File: src/rtl/prog_loader.sv
// ---------------------------------------------------------------------------
// prog_loader
//   Boot-time program loader placed in front of the CPU core. It parses a
//   framed byte stream (SYNC, COUNT, 3*N payload bytes, CSUM). It packs each
//   group of three payload bytes into a 19-bit instruction word and writes
//   the words to instruction memory from address 0. The CPU is held in reset
//   until the frame checksum has been verified and RST_HOLD further cycles
//   have passed.
//
// Ports
//   clk        in   system clock, rising edge
//   rst        in   synchronous active-high reset
//   in_valid   in   byte-stream valid
//   in_data    in   byte-stream data [7:0]
//   in_ready   out  loader can accept a byte (low during WRITE and in reset)
//   imem_we    out  instruction-memory write strobe, one cycle per word
//   imem_addr  out  write address [7:0]
//   imem_wdata out  instruction word {opcode[2:0], op1[7:0], op2[7:0]}
//   cpu_rst    out  CPU core reset; high while loading or after an error
//   done       out  successful load, cleared by the next frame start
//   err        out  framing/checksum error, cleared by the next frame start
// ---------------------------------------------------------------------------
module prog_loader #(
  parameter logic [7:0]  SYNC_BYTE = 8'hA5,
  parameter int unsigned RST_HOLD  = 4
) (
  input  logic        clk,
  input  logic        rst,
  input  logic        in_valid,
  input  logic [7:0]  in_data,
  output logic        in_ready,
  output logic        imem_we,
  output logic [7:0]  imem_addr,
  output logic [18:0] imem_wdata,
  output logic        cpu_rst,
  output logic        done,
  output logic        err
);

  typedef enum logic [3:0] {
    S_IDLE  = 4'd0,
    S_COUNT = 4'd1,
    S_B0    = 4'd2,
    S_B1    = 4'd3,
    S_B2    = 4'd4,
    S_WRITE = 4'd5,
    S_CSUM  = 4'd6,
    S_DONE  = 4'd7,
    S_ERR   = 4'd8
  } state_t;

  localparam logic [7:0] HOLD_INIT = 8'(RST_HOLD);

  state_t      state_q, state_d;
  logic [2:0]  opcode_q, opcode_d;
  logic [7:0]  op1_q, op1_d;
  logic [8:0]  n_q, n_d;          // words in frame, 1..256
  logic [8:0]  word_cnt_q, word_cnt_d;
  logic [7:0]  csum_q, csum_d;
  logic [7:0]  hold_q, hold_d;    // cycles left before cpu_rst release
  logic        imem_we_q, imem_we_d;
  logic [7:0]  imem_addr_q, imem_addr_d;
  logic [18:0] imem_wdata_q, imem_wdata_d;
  logic        cpu_rst_q, cpu_rst_d;
  logic        done_q, done_d;
  logic        err_q, err_d;
  logic        accept_s;
  logic        is_sync_s;

  // The write strobe is masked by rst so a WRITE cycle coincident with reset
  // never reaches memory; in_ready is likewise forced low during reset.
  assign in_ready   = (state_q != S_WRITE) && !rst;
  assign imem_we    = imem_we_q && !rst;
  assign imem_addr  = imem_addr_q;
  assign imem_wdata = imem_wdata_q;
  assign cpu_rst    = cpu_rst_q;
  assign done       = done_q;
  assign err        = err_q;

  assign accept_s  = in_valid && in_ready;
  assign is_sync_s = (in_data == SYNC_BYTE);

  // Next-state and output logic of the frame parser
  always_comb begin
    state_d      = state_q;
    opcode_d     = opcode_q;
    op1_d        = op1_q;
    n_d          = n_q;
    word_cnt_d   = word_cnt_q;
    csum_d       = csum_q;
    hold_d       = hold_q;
    imem_we_d    = 1'b0;
    imem_addr_d  = imem_addr_q;
    imem_wdata_d = imem_wdata_q;
    cpu_rst_d    = cpu_rst_q;
    done_d       = done_q;
    err_d        = err_q;

    case (state_q)
      S_IDLE, S_DONE, S_ERR: begin
        if (accept_s && is_sync_s) begin
          // Frame start: restart from address 0 with the CPU held in reset.
          state_d     = S_COUNT;
          csum_d      = 8'h00;
          word_cnt_d  = 9'd0;
          imem_addr_d = 8'h00;
          cpu_rst_d   = 1'b1;
          done_d      = 1'b0;
          err_d       = 1'b0;
          hold_d      = 8'h00;
        end else if (state_q == S_DONE && hold_q != 8'h00) begin
          hold_d = hold_q - 8'h01;
          if (hold_q == 8'h01) begin
            cpu_rst_d = 1'b0;
          end else begin
            cpu_rst_d = 1'b1;
          end
        end else begin
          state_d = state_q;
        end
      end
      S_COUNT: begin
        if (accept_s) begin
          // A COUNT of zero encodes a full 256-word image.
          n_d     = (in_data == 8'h00) ? 9'd256 : {1'b0, in_data};
          state_d = S_B0;
        end else begin
          state_d = S_COUNT;
        end
      end
      S_B0: begin
        if (accept_s) begin
          if (in_data[7:3] != 5'd0) begin
            state_d = S_ERR;
            err_d   = 1'b1;
          end else begin
            opcode_d = in_data[2:0];
            csum_d   = csum_q ^ in_data;
            state_d  = S_B1;
          end
        end else begin
          state_d = S_B0;
        end
      end
      S_B1: begin
        if (accept_s) begin
          op1_d   = in_data;
          csum_d  = csum_q ^ in_data;
          state_d = S_B2;
        end else begin
          state_d = S_B1;
        end
      end
      S_B2: begin
        if (accept_s) begin
          // The op2 byte goes straight into the word register.
          csum_d       = csum_q ^ in_data;
          imem_wdata_d = {opcode_q, op1_q, in_data};
          imem_we_d    = 1'b1;
          state_d      = S_WRITE;
        end else begin
          state_d = S_B2;
        end
      end
      S_WRITE: begin
        // 8-bit address wraps after word 256 without producing another write.
        imem_addr_d = imem_addr_q + 8'h01;
        word_cnt_d  = word_cnt_q + 9'd1;
        if ((word_cnt_q + 9'd1) == n_q) begin
          state_d = S_CSUM;
        end else begin
          state_d = S_B0;
        end
      end
      S_CSUM: begin
        if (accept_s) begin
          if (in_data == csum_q) begin
            state_d = S_DONE;
            done_d  = 1'b1;
            hold_d  = HOLD_INIT;
          end else begin
            state_d = S_ERR;
            err_d   = 1'b1;
          end
        end else begin
          state_d = S_CSUM;
        end
      end
      default: begin
        state_d   = S_IDLE;
        cpu_rst_d = 1'b1;
      end
    endcase
  end

  // State and output registers with synchronous reset
  always_ff @(posedge clk) begin
    if (rst) begin
      state_q      <= S_IDLE;
      opcode_q     <= 3'd0;
      op1_q        <= 8'h00;
      n_q          <= 9'd0;
      word_cnt_q   <= 9'd0;
      csum_q       <= 8'h00;
      hold_q       <= 8'h00;
      imem_we_q    <= 1'b0;
      imem_addr_q  <= 8'h00;
      imem_wdata_q <= 19'd0;
      cpu_rst_q    <= 1'b1;
      done_q       <= 1'b0;
      err_q        <= 1'b0;
    end else begin
      state_q      <= state_d;
      opcode_q     <= opcode_d;
      op1_q        <= op1_d;
      n_q          <= n_d;
      word_cnt_q   <= word_cnt_d;
      csum_q       <= csum_d;
      hold_q       <= hold_d;
      imem_we_q    <= imem_we_d;
      imem_addr_q  <= imem_addr_d;
      imem_wdata_q <= imem_wdata_d;
      cpu_rst_q    <= cpu_rst_d;
      done_q       <= done_d;
      err_q        <= err_d;
    end
  end

endmodule

File: config.mk
export PLATFORM = sky130hd
export DESIGN_NAME = prog_loader
export DESIGN_NICKNAME = d
export VERILOG_FILES = /design/src/rtl/prog_loader.sv
export SDC_FILE = /design/constraint.sdc
export NUM_CORES = 1
export LEC_CHECK = 0
export ABC_AREA = 1
export ABC_CLOCK_PERIOD_IN_PS = 5600
export CORE_MARGIN = 4
export CORE_UTILIZATION = 63
export CTS_BUF_LIST = sky130_fd_sc_hd__clkbuf_4
export CTS_CLUSTER_SIZE = 14
export DETAILED_ROUTE_END_ITERATION = 6
export GPL_TIMING_DRIVEN = 1
export MAX_ROUTING_LAYER = met4
export PLACE_DENSITY = 0.94
export SLEW_MARGIN = 20
export SYNTH_ARGS = -nofsm -noshare
export SYNTH_HDL_FRONTEND = slang
export SYNTH_SLANG_ARGS = --single-unit
export TNS_END_PERCENT = 5
File: constraint.sdc
create_clock -name clk -period 5.6 [get_ports clk]
set_input_delay 1.68 -clock clk [delete_from_list [all_inputs] [get_ports clk]]
set_output_delay 1.68 -clock clk [all_outputs]
set_load 0.02 [all_outputs]
==> results.json <==
{
  "dp_hpwl_mm": 6.73,
  "antennaDiodeCount": 0,
  "drc": 0,
  "dp.cells": 683,
  "syn_avg_cell_area_um2": 6.88,
  "ys_ff_latch": 80,
  "antenna_found_initial": 0,
  "vias_per_cell": 5.58,
  "worstSkewPairLatency_ns": 0.44,
  "min_period_ns": 4.77,
  "drt_pre_antenna_iters": 5,
  "stdcell_count": 699,
  "setup_viol": 0,
  "routed_wirelength_mm": 9.32,
  "fin_crit_sh_pct": 85.2,
  "clockBufferDepth": 2,
  "place_ws_ns": 0.843,
  "chipWidth_um": 87.7,
  "fmax_mhz": 210,
  "cts_buffers": 9,
  "cp_max_fo": 6,
  "core-area_mm2": 0.00603,
  "maxSlewHeadroom_pct": 44.6,
  "synth.distinct_cells": 35,
  "cp.arrival_ns": 3.09,
  "hold_depth": 2,
  "reg2reg_from": "state_q[0]$_SDFFE_PP0N_",
  "yosys_warnings": 0,
  "io_pins": 43,
  "final_layout_size_suffix_gt1_share_pct": 6.25,
  "area_delta_synth_final_pct": 14.2,
  "clk_pin_slew_worst_paths_ns": 0.14,
  "hold_start": "n_q[3]$_SDFFE_PP0P_",
  "port_buffers": 42,
  "die_h_um": 87.7,
  "async_flop_share_pct": 0,
  "required_ns": 3.92,
  "cts-root-buf": "clkbuf_4",
  "rsz0062_at_grt": "no",
  "fin_ws_ns": 0.831,
  "synth_cells": 581,
  "grt_pass1_vias": 3639,
  "timing.hold.worst_endpoint": "n_q[3]$_SDFFE_PP0P_",
  "num_rows": 28,
  "rr_worst_depth": 7,
  "synth-main-ff-cell": "dfxtp_1",
  "worstSetupEndpointType": "output port",
  "rrSetupSlack_ns": 2.82,
  "hp-class": "flop to flop",
  "grt_max_degree": 54,
  "status": "finished clean",
  "worstSetupPathType": "primary input to output port",
  "syn-num-nets": 597,
  "cts_tree": "built",
  "gp_congestion": 0.953,
  "critPathLaunchType": "primary input",
  "ctsResizeCount": 0,
  "drv_slew": 0,
  "yosysSeqAreaShare_pct": 40.1,
  "ant_nets": 0,
  "power_density_mw_per_mm2": 387,
  "final-hold-violation-count": 0,
  "cts_setup_buffers": 0,
  "tns_ns": 0,
  "grt_pass1_wl_mm": 16.1,
  "wl_per_cell_um": 13.3,
  "layout.nets": 635,
  "rr_endpoint": "imem_wdata[2]$_SDFFE_PP0P_",
  "synth_area_mm2": 0.00400,
  "leakagePower_uw": 0.00185,
  "cts_hold_buf": 0,
  "num_vias": 3897,
  "start_util_pct": 66.4,
  "ir_drop_v": 0.000373,
  "initialDrtViolationCount": 388,
  "synth-edff-count": 0,
  "fin_skew_ns": 0.00976,
  "cts_sinks": 80,
  "grt_overflow": 0,
  "tightest_slew_ns": 0.828,
  "grt_util_all_layers_pct": 27.0,
  "h-tree-depth": 3,
  "maxCapViolations": 0,
  "die_area_mm2": 0.00769
}
-- routing by layer --
metal,global-route usage [%],up-vias,wire length [µm]
met2,42.2,135,4410
met5,-,-,0
met3,4.89,21,591
li1,-,1979,-
met4,10.6,0,217
met1,34.5,1762,4090
-- power breakdown --
group / total (µW) / switching (µW) / leakage, µW / internal, µW
Sequential: 694 / 55.9 / 0.000647 / 638
Clock: 330 / 230 / 0.0000696 / 99.8
Combinational: 741 / 475 / 0.00113 / 266
Total: 1770 / 762 / 0.00185 / 1000
-- area by class of cell --
cell class	instances	area [µm²]
tap	75	93.8
timing repair buffer	44	435
clock buffer	9	67.6
sequential	80	1600
inverter	61	229
clock inverter	7	58.8
fill	460	1460
multi-input combinational	423	2080
-- critical path, cell delays in order --
cell and delay, ns:
clkdlybuf4s50_1 0.53, nor2_2 0.24, clkdlybuf4s50_1 0.64
-- through the flow --
step                hold slack, ns  instance area (µm²)  total power, µW  utilization [%]
floorplan                    0.444                 4000             1280                -
global placement             0.454                 4440             1410             73.7
detailed placement           0.465                 4440             1430             73.7
CTS                          0.484                 4570             1760             75.8
global route                 0.514                 4570             1900             75.8
finish                       0.486                 4570             1770             75.8
-- cell usage in the layout (no fill, tap or decap), types with 5 or more instances in the layout --
master,count
nand3_1,40
clkdlybuf4s50_1,42
xnor2_1,8
clkbuf_4,9
nand4_1,6
nand2_2,6
xor2_1,5
inv_1,55
a21oi_1,56
and2_1,8
o21ai_1,7
o21ai_0,47
dfxtp_1,80
nor2_1,67
ha_1,5
nor3_1,10
nand2_1,132
-- synthesized netlist by cell type (2+ instances only) --
cell type  instances  share of area [%]
buf_2              3               0.38
nand2_2            6               0.94
nand3_4            2               0.88
nand3_1           40                5.0
clkbuf_1          10               0.94
dfxtp_1           80                 40
nor3_1            10                1.3
and2_1             8                1.3
o211ai_1           2               0.38
buf_4              3               0.56
ha_1               5                1.6
a21oi_1           56                7.0
nand3b_1           3               0.56
xnor2_1            8                1.8
a211oi_1           4               0.75
nand4_1            6               0.94
nand2_1          132                 12
inv_2              4               0.38
clkinv_1           2               0.19
o21ai_1            7               0.88
inv_1             55                5.2
o21ai_0           47                5.9
xor2_1             5                1.1
nand2_4            2               0.56
nor4_1             4               0.63
nor2_2             2               0.31
nor2_1            67                6.3
-- worst max path at each step --
stage                     from       end  slack, ns  depth (start not counted)
after floorplan            rst   imem_we       1.44                          3
after global placement     rst  in_ready       0.87                          3
after detailed placement   rst  in_ready       0.84                          3
after CTS                  rst  in_ready       0.84                          3
after global routing       rst  in_ready       0.82                          3
final                      rst  in_ready       0.83                          3
-- logic make-up (layout without fill, tap and decap cells) --
| family | count (synthesis) | in the layout | synth area share (%) |
|---|---|---|---|
| AO/OA/AOI/OAI | 118 | 118 | 15.3 |
| XOR/XNOR | 13 | 13 | 2.85 |
| adder cells (fa/ha/maj) | 5 | 5 | 1.56 |
| buffers and inverters | 78 | 121 | 7.88 |
| flip-flops | 80 | 80 | 40.1 |
| AND/OR/NAND/NOR | 287 | 287 | 32.4 |
-- registers in the layout, indices dropped and copies added, names as in the netlist --
register,count
imem_we_q,1
word_cnt_q,9
imem_addr,8
n_q,9
done,1
imem_wdata,19
err,1
opcode_q,3
csum_q,8
hold_q,8
state_q,4
cpu_rst,1
op1_q,8
No activity file was read; power rests on OpenSTA's default activity.
